===== config.mk =====
export PLATFORM = sky130hd
export DESIGN_NAME = banco_registros_marcador
export DESIGN_NICKNAME = d
export VERILOG_FILES = /design/src/rtl/banco_pkg.sv /design/src/rtl/banco_registros_marcador_marcador_ocupado.sv /design/src/rtl/banco_registros_marcador.sv
export SDC_FILE = /design/constraint.sdc
export NUM_CORES = 2
export LEC_CHECK = 0
export BUFFER_PORTS_ARGS = -buffer_cell sky130_fd_sc_hd__buf_2
export CAP_MARGIN = 20
export CORE_UTILIZATION = 50
export DETAILED_ROUTE_END_ITERATION = 10
export GPL_TIMING_DRIVEN = 0
export PLACE_DENSITY = 0.66
export SLEW_MARGIN = 20
export SYNTH_ARGS = -nofsm -noshare
export SYNTH_HDL_FRONTEND = slang
export SYNTH_HIERARCHICAL = 1
export SYNTH_SLANG_ARGS = --single-unit

===== constraint.sdc =====
create_clock -name clk -period 5.1 [get_ports clk]
set_clock_uncertainty 0.1 [all_clocks]
set_input_delay 0.255 -clock clk [delete_from_list [all_inputs] [get_ports clk]]
set_output_delay 0.255 -clock clk [all_outputs]
set_load 0.05 [all_outputs]

===== src/rtl/banco_pkg.sv =====
// ----------------------------------------------------------------------------
// banco_pkg
// Shared constants and types for the register file with pending-bit
// scoreboard (banco_registros_marcador) and its scoreboard sub-module.
//   ANCHO_DEF / NUM_REG_DEF : default data width and register count
//   dir_t / dato_t          : register address / data word at default sizes
//   R0_DIR                  : address of the hardwired-zero register
// ----------------------------------------------------------------------------
package banco_pkg;

    localparam int ANCHO_DEF   = 32;
    localparam int NUM_REG_DEF = 32;
    localparam int DIR_W_DEF   = $clog2(NUM_REG_DEF);

    // Register that reads as zero when the R0_CERO parameter is set
    localparam int R0_DIR = 0;

    typedef logic [DIR_W_DEF-1:0] dir_t;
    typedef logic [ANCHO_DEF-1:0] dato_t;

endpackage


===== src/rtl/banco_registros_marcador_marcador_ocupado.sv =====
// ----------------------------------------------------------------------------
// marcador_ocupado
// Pending-bit scoreboard. One bit per architectural register records that an
// issued instruction will still write that register.
//   clk, rst_n            : clock, asynchronous active-low reset
//   rs, rt                : addresses looked up for ocupado1 / ocupado2
//   esc_a/dir_a           : port A writeback (clears the pending bit)
//   esc_b/dir_b           : port B writeback (clears the pending bit)
//   reservar/dir_res      : issue-stage reservation (sets the pending bit)
//   ocupado1, ocupado2    : rs / rt still has an outstanding producer
//   num_pend              : registered population count of the pending bits
// ----------------------------------------------------------------------------
module marcador_ocupado
    import banco_pkg::*;
#(
    parameter  int NUM_REG = NUM_REG_DEF,
    parameter  int R0_CERO = 1,
    localparam int DIR_W   = $clog2(NUM_REG)
) (
    input  logic             clk,
    input  logic             rst_n,
    input  logic [DIR_W-1:0] rs,
    input  logic [DIR_W-1:0] rt,
    input  logic             esc_a,
    input  logic [DIR_W-1:0] dir_a,
    input  logic             esc_b,
    input  logic [DIR_W-1:0] dir_b,
    input  logic             reservar,
    input  logic [DIR_W-1:0] dir_res,
    output logic             ocupado1,
    output logic             ocupado2,
    output logic [DIR_W:0]   num_pend
);

    logic [NUM_REG-1:0] pend;
    logic [NUM_REG-1:0] pend_next;

    // True for the hardwired-zero register, which can never become pending
    function automatic logic es_r0(input logic [DIR_W-1:0] dir);
        return (R0_CERO != 0) && (dir == DIR_W'(R0_DIR));
    endfunction

    // True when either write port commits to dir this cycle
    function automatic logic escribe(input logic [DIR_W-1:0] dir);
        return (esc_a && (dir_a == dir)) || (esc_b && (dir_b == dir));
    endfunction

    function automatic logic [DIR_W:0] contar(input logic [NUM_REG-1:0] v);
        logic [DIR_W:0] n;
        n = '0;
        for (int i = 0; i < NUM_REG; i++) begin
            n = n + (DIR_W+1)'(v[i]);
        end
        return n;
    endfunction

    // A reservation beats a writeback to the same register: the writeback
    // belongs to the previous producer, the reservation to a newer one.
    always_comb begin
        pend_next = pend;
        for (int i = 0; i < NUM_REG; i++) begin
            if (reservar && (dir_res == DIR_W'(i)) && !es_r0(DIR_W'(i))) begin
                pend_next[i] = 1'b1;
            end else if (escribe(DIR_W'(i))) begin
                pend_next[i] = 1'b0;
            end
        end
    end

    always_ff @(posedge clk or negedge rst_n) begin
        if (!rst_n) begin
            pend     <= '0;
            num_pend <= '0;
        end else begin
            pend     <= pend_next;
            num_pend <= contar(pend_next);
        end
    end

    // The value being written back this cycle is already available through
    // the read bypass, so a same-cycle writeback releases the stall. A
    // same-cycle reservation only shows up after the edge.
    always_comb begin
        ocupado1 = pend[rs] && !escribe(rs);
        ocupado2 = pend[rt] && !escribe(rt);
    end

endmodule


===== src/rtl/banco_registros_marcador.sv =====
// ----------------------------------------------------------------------------
// banco_registros_marcador
// Register file for the pipelined core: two combinational read ports with
// same-cycle write bypass, two synchronous write ports (A = ALU writeback,
// B = load writeback, B wins on an address collision) and an integrated
// pending-bit scoreboard for the hazard unit.
//   clk, rst_n                : clock, asynchronous active-low reset
//   rs, rt / dr1, dr2         : read addresses / read data
//   esc_a, dir_a, dato_a      : write port A
//   esc_b, dir_b, dato_b      : write port B
//   reservar, dir_res         : mark dir_res as having an in-flight producer
//   ocupado1, ocupado2        : rs / rt still pending
//   num_pend                  : number of pending registers
// ----------------------------------------------------------------------------
module banco_registros_marcador
    import banco_pkg::*;
#(
    parameter  int ANCHO   = ANCHO_DEF,
    parameter  int NUM_REG = NUM_REG_DEF,
    parameter  int R0_CERO = 1,
    localparam int DIR_W   = $clog2(NUM_REG)
) (
    input  logic             clk,
    input  logic             rst_n,
    input  logic [DIR_W-1:0] rs,
    input  logic [DIR_W-1:0] rt,
    output logic [ANCHO-1:0] dr1,
    output logic [ANCHO-1:0] dr2,
    input  logic             esc_a,
    input  logic [DIR_W-1:0] dir_a,
    input  logic [ANCHO-1:0] dato_a,
    input  logic             esc_b,
    input  logic [DIR_W-1:0] dir_b,
    input  logic [ANCHO-1:0] dato_b,
    input  logic             reservar,
    input  logic [DIR_W-1:0] dir_res,
    output logic             ocupado1,
    output logic             ocupado2,
    output logic [DIR_W:0]   num_pend
);

    logic [ANCHO-1:0] regs [NUM_REG];

    function automatic logic es_r0(input logic [DIR_W-1:0] dir);
        return (R0_CERO != 0) && (dir == DIR_W'(R0_DIR));
    endfunction

    // Read with bypass; port B is checked first so the bypass agrees with
    // the value that will actually be stored on a same-address collision.
    function automatic logic [ANCHO-1:0] leer(input logic [DIR_W-1:0] dir);
        if (es_r0(dir)) begin
            return '0;
        end else if (esc_b && (dir_b == dir)) begin
            return dato_b;
        end else if (esc_a && (dir_a == dir)) begin
            return dato_a;
        end
        return regs[dir];
    endfunction

    // Port B is assigned after port A, so on a collision the load wins.
    always_ff @(posedge clk or negedge rst_n) begin
        if (!rst_n) begin
            for (int i = 0; i < NUM_REG; i++) begin
                regs[i] <= '0;
            end
        end else begin
            if (esc_a && !es_r0(dir_a)) begin
                regs[dir_a] <= dato_a;
            end
            if (esc_b && !es_r0(dir_b)) begin
                regs[dir_b] <= dato_b;
            end
        end
    end

    always_comb begin
        dr1 = leer(rs);
        dr2 = leer(rt);
    end

    marcador_ocupado #(
        .NUM_REG (NUM_REG),
        .R0_CERO (R0_CERO)
    ) u_marcador (
        .clk      (clk),
        .rst_n    (rst_n),
        .rs       (rs),
        .rt       (rt),
        .esc_a    (esc_a),
        .dir_a    (dir_a),
        .esc_b    (esc_b),
        .dir_b    (dir_b),
        .reservar (reservar),
        .dir_res  (dir_res),
        .ocupado1 (ocupado1),
        .ocupado2 (ocupado2),
        .num_pend (num_pend)
    );

endmodule


# After elaboration in Yosys (flattened, before gate mapping)
# Index checks and enable logic that the tools add are counted.
[op_classes] addsub=31 order_cmp=8 n_eq_ne=97 muxes=95 bitwise_logic=4 reduce_logical=147
[ops] operator="1024-bit bitwise mux" count=2
[ops] operator="1024-bit two-way mux" count=2
[ops] operator="32-bit two-way mux" count=14
[ops] operator="32-bit binary-select mux with 5-bit select" count=2
[ops] operator="32-bit demux with 5-bit select" count=2
[ops] operator="5-bit == test, second input constant" count=48
[ops] operator="6-bit by 1-bit adder with 6-bit output" count=30
[ops] operator="5-bit by 4-bit == test with 1-bit output, second input constant" count=24
[ops] operator="1-bit logical AND" count=105
[ops] operator="1-bit two-way mux" count=71
[ops] operator="5-bit by 3-bit == test with 1-bit output, second input constant" count=12
[ops] operator="1-bit logical OR" count=34
[ops] operator="5-bit by 2-bit == test with 1-bit output, second input constant" count=6
[ops] operator="6-bit >= comparator, second input constant" count=4
[ops] operator="5-bit inverter with 6-bit output" count=4
[ops] operator="5-bit == test" count=4
[ops] operator="5-bit zero test" count=4
[ops] operator="5-bit by 1-bit == test with 1-bit output, second input constant" count=3
[ops] operator="5-bit by 6-bit less-than comparator with 1-bit output, second input constant" count=2
[ops] operator="6-bit by 1-bit less-than comparator with 1-bit output, second input constant" count=2
[ops] operator="1-bit binary-select mux with 5-bit select" count=2
[ops] operator="1-bit zero test" count=4
[ops] operator="1-bit by 1-bit adder with 2-bit output" count=1
[totals] regBits=1062 inputBits=94 out_inout_bits=72 wordCells=416

# Logic depth before layout (Yosys ltp)
[depth] ltp_word=36 depth_mapped=21 depth_no_buf=20

# Hierarchy
# The synthesis kept the hierarchy.
[modules_own_cells] module="banco_registros_marcador" instances=1 cells_per_inst=6228 area_each_um2=65316.4 seq_area_each_um2=25624.6
[modules_own_cells] module="marcador_ocupado" instances=1 cells_per_inst=364 area_each_um2=3612.2 seq_area_each_um2=950.9

# Worst setup path before layout
# OpenSTA, ideal clock, no wires.
[synth_timing] kind="input-to-reg" startpoint="input port dir_a[0]" endpoint="register u_marcador.num_pend[4]" setup_ns=0.123 arrival_time_ns=5.109 required_time_ns=4.877 path_slack_ns=-0.232 stages=19 n_path_buf=1 cell_sequence="clkbuf_1 > nor3b_1 > a22oi_1 > a22o_1 > fa_1 > fa_1 > fa_1 > fa_1 > fa_1 > inv_1 > fa_1 > inv_1 > ha_1 > inv_1 > fa_1 > inv_1 > a21o_1 > a21oi_1 > xnor2_1"
[synth_via] elab_cells_between_ends=190 cone_classes="add/sub: 31; eq/ne: 31; mux: 63; reduce/logical: 65"
[synth_rtl] item="start: declaration" line_no="banco_registros_marcador.sv:30" source="input logic [DIR_W-1:0] dir_a,"
[synth_rtl] item="5-bit by 3-bit == test with 1-bit output" line_no="banco_registros_marcador_marcador_ocupado.sv:45" source="return (esc_a && (dir_a == dir)) || (esc_b && (dir_b == dir));"
[synth_rtl] item="1-bit logical AND" line_no="banco_registros_marcador_marcador_ocupado.sv:45"
[synth_rtl] item="1-bit logical OR" line_no="banco_registros_marcador_marcador_ocupado.sv:45"
[synth_rtl] item="1-bit two-way mux" line_no="banco_registros_marcador_marcador_ocupado.sv:64" source="end else if (escribe(DIR_W'(i))) begin"
[synth_rtl] item="1-bit two-way mux" line_no="banco_registros_marcador_marcador_ocupado.sv:62" source="if (reservar && (dir_res == DIR_W'(i)) && !es_r0(DIR_W'(i))) begin"
[synth_rtl] item="named net u_marcador.pend_next[5]" line_no="banco_registros_marcador_marcador_ocupado.sv:36" source="logic [NUM_REG-1:0] pend_next;"
[synth_rtl] item="6-bit by 1-bit adder with 6-bit output (27 in a row)" line_no="banco_registros_marcador_marcador_ocupado.sv:52" source="n = n + (DIR_W+1)'(v[i]);"
[synth_rtl] item="end signal: assignment" line_no="banco_registros_marcador_marcador_ocupado.sv:76" source="num_pend <= contar(pend_next);"
[synth_rtl] item="end: declaration" line_no="banco_registros_marcador_marcador_ocupado.sv:32" source="output logic [DIR_W:0] num_pend"
# The timed path passes the listed nets, and every way through them passes these cells.

# Worst setup path after layout
[layout_timing] startpoint="input port rs[2]" endpoint="output port dr1[0]"
[layout_via] elab_chain_len=6 elab_cells_between_ends=15 cone_classes="eq/ne: 2; mux: 9; bitwise: 1; reduce/logical: 3"
[layout_lines] item="start: declaration" line_no="banco_registros_marcador.sv:25" source="input logic [DIR_W-1:0] rs,"
[layout_lines] item="branches (longest 5 deep; another with 32-bit binary-select mux with 5-bit select)"
[layout_lines] item="32-bit two-way mux (*)" line_no="banco_registros_marcador.sv:58" source="return regs[dir];"
[layout_lines] item="end: declaration" line_no="banco_registros_marcador.sv:27" source="output logic [ANCHO-1:0] dr1,"
# Every way passes the cells marked *. The select of a mux whose other input is x is not followed.

==> key figures <==
Outcome
  – Status: finished with violations
  – Failing checks: setup timing

GRT
  – GRT Util Overall: 0.491
  – Vias in the first global route: roughly 61000
  – Largest net degree at the start of global routing: 131
  – Total grt overflow: 0
  – Initial antenna violation count: 22
  – Global-route wire length before repair: between 400 and 500 mm

Logic synthesis
  – Synth Cell Area: between 60000 and 70000 um^2
  – Seq/Total Area, Yosys: 0.386
  – Asr flop ratio synth: 1.00
  – #FFs+latches synth: 1062
  – Synth warn: 6
  – Post-synthesis cell count: about 6600
  – Syn_area_per_cell: 10.5 um^2
  – Unique masters post-synth: just under 70
  – Top_reg_cell synth: dfrtp_1
  – Synth Net Count: 6717
  – Post-synth EDFFs: 0

Critical path
  – Crit. End Element: output pin
  – Worst setup path startpoint: rs[2]
  – Slowest stage delay, CP: 0.99 ns
  – FF-to-FF path depth: 16
  – Crit Path Category: input pin to output pin
  – Reg2reg end: u_marcador/num_pend[4]
  – WP data required: 4.74 ns
  – Arrival @ worst endpoint: just over 5 ns
  – Worst-path fanout max: 10
  – Worst Setup EP: dr1[0]
  – Critical path's slowest cell: o32ai_1
  – Ordered list of cells on the worst path: buf_2, or2_2, clkbuf_1, clkbuf_1, o22ai_1, nor3_1, a211oi_1, o32ai_1, buf_2
  – Worst flop-to-flop path startpoint: u_marcador/pend[3]
  – Worst R2R Setup Slack: ~0.060 ns
  – Crit start category: input pin

Drt
  – DR DRC count: 0
  – Final ANT Viol Nets: 0
  – DR WL/cell: around 39 um
  – Total number of vias: 63600
  – DRT iter0 DRCs: 10000
  – First-pass detailed-route iteration total: 7
  – Drt via density: 7.20
  – Total Wirelength: about 350 mm

Floorplan
  – Die X: 373 um
  – Ports: 166
  – Die area: ~140000 um^2
  – CORE AREA: approximately 140000 um^2
  – Die H: 373 um
  – FP Rows: between 100 and 150
  – Initial Utilization: 0.506

Layout
  – Final core occ: 0.570
  – Register Area: between 20000 and 30000 um^2
  – Fillers: about 12000
  – Post-route cell area: between 70000 and 80000 um^2
  – Most common cell after layout, fill and taps aside: dfrtp_1
  – Most frequent cells in the layout: dfrtp_1 (1060), mux2i_1 (918), nor2_1 (735)
  – Synth-to-layout area growth: 12.6%
  – Nets@finish: between 7000 and 8000
  – Area of the multi-input gates: 38500 um^2
  – Share of layout cells above drive strength 1: 0.195

Timing
  – Count of final setup violators: 5
  – RSZ-0062 raised after global routing: yes
  – Rel. slew slack: 0.110
  – Setup_tns: -0.723 ns
  – Fin crit period: 5.43 ns
  – Final worst slack: -0.330 ns
  – Worst Tran Pin Value: 1.34 ns
  – Max-slew violation count: 0
  – Max Freq: between 150 and 200 MHz
  – Period utilization: 1.06
  – Final Hold Fails: 0

Pwr
  – Switching Share: 0.369
  – Power, Total: between 30 and 40 mW
  – LEAKAGE: ~33 nW
  – Sequential Power Share: 0.370
  – Power density over cell area: ~440 nW/um^2
  – Sw power: roughly 13 mW
  – Internal power: approximately 22 mW
  – Maximum vdd drop: roughly 1.7 mV
  – Comb power frac: 0.345
  – Clk pwr share: 0.285

Clock tree
  – CTS Sinks: 1062
  – Max clock buf depth: 3
  – Clock Tree Root: clkbuf_16
  – H-tree depth: 4
  – CTS tree: done
  – Worst-path clk slew: roughly 0.060 ns
  – Clock latency on the worst-skew pair: about 0.80 ns
  – TritonCTS Buffers: approximately 130

Placement
  – Pre-CTS setup slack: -0.888 ns
  – DPL Wire Length: between 200 and 300 mm
  – Final estimated routing congestion in global placement: about 1.1
  – Placed inst area: 72100 um^2
  – PortBufs: 93

Flow run
  – MaxCap Viol Count: 0

Hold path
  – Hold Crit Class: input pin to asynchronous set/reset pin
[critical path, delay by kind of cell]
| family | cells | cell delay, ns |
|---|---|---|
| AO/OA/AOI/OAI | 3 | 1.46 |
| buffers and inverters | 4 | 2.63 |
| AND/OR/NAND/NOR | 2 | 0.69 |
[synth_stat cells, types with 62 or more instances]
library cell | instances | area [um^2]
dfrtp_1 | 1062 | 26600
mux2i_1 | 918 | 9190
nor2_1 | 747 | 2800
a21oi_1 | 683 | 3420
clkbuf_1 | 543 | 2040
nand2_1 | 469 | 1760
mux4_2 | 459 | 10300
o21ai_0 | 328 | 1640
a32oi_1 | 208 | 1820
mux2_2 | 192 | 2160
buf_2 | 153 | 766
a22o_1 | 77 | 674
buf_1 | 66 | 248
o22ai_1 | 66 | 413
nor3_1 | 62 | 310
[worst min path at each step]
| stage | start | end | slack (ns) |
|---|---|---|---|
| after floorplan | rst_n | regs[0] | -0.14 |
| after global placement | regs[993] | regs[993] | 0.36 |
| after detailed placement | rst_n | u_marcador/pend[25] | 0.12 |
| after CTS | dir_b[1] | u_marcador/pend[28] | 0.006 |
| after global routing | rst_n | regs[70] | 0.07 |
| final | rst_n | regs[70] | 0.01 |
[sequential cells by signal, indices dropped and copies added, names as in the netlist]
signal	flops
regs	1024
u_marcador/num_pend	6
u_marcador/pend	32
[per-stage QoR]
stage | hold slack [ns] | cells
2_1_floorplan | -0.141 | 6592
3_3_place_gp | 0.355 | 8466
3_5_place_dp | 0.117 | 8481
4_1_cts | 0.00595 | 8804
5_1_grt | 0.0693 | 8816
6_report | 0.0117 | 8830
[area by class of cell]
| type | count | share of cell area |
|---|---|---|
| Antenna cell | 16 | 0.000516 |
| Buffer | 875 | 0.0521 |
| Inverter | 36 | 0.00174 |
| Multi-Input combinational cell | 4618 | 0.496 |
| Clock buffer | 195 | 0.0500 |
| Timing Repair Buffer | 203 | 0.0231 |
| Clock inverter | 44 | 0.00584 |
| Tap cell | 1781 | 0.0287 |
| Sequential cell | 1062 | 0.342 |
[layer usage]
layer	up-vias	GRT usage	wire (um)
met4	18	0.351	29800
met3	1304	0.215	52700
met1	31900	0.610	124000
li1	25000	-	-
met2	5276	0.681	142000
met5	-	0	136
[power by group through the flow]
stage          Sequential, mW  Clock [mW]  Combinational [mW]
2_1_floorplan            11.9           0                7.96
3_3_place_gp             12.5           0                10.8
3_5_place_dp             12.7           0                11.1
4_1_cts                  12.6        9.71                11.2
5_1_grt                  12.9        10.0                12.6
6_report                 12.8        9.81                11.9
[timing repair]
action,4_1_cts,5_1_grt
buffers inserted,0,6
resized for setup,3,42
hold buffers,84,3
endpoints found under the setup margin,2,5
hold endpoints to repair,473,3
pin swaps,0,19
[cells by family after synthesis]
family          count (synthesis)  synth area share
compound gates               1586             0.144
xor+xnor                       43           0.00546
fa+ha+maj                      31           0.00824
buf+inv                       912            0.0597
flops                        1062             0.386
mux                          1570             0.315
simple gates                 1388            0.0822
No activity file was read; power rests on OpenSTA's default activity.
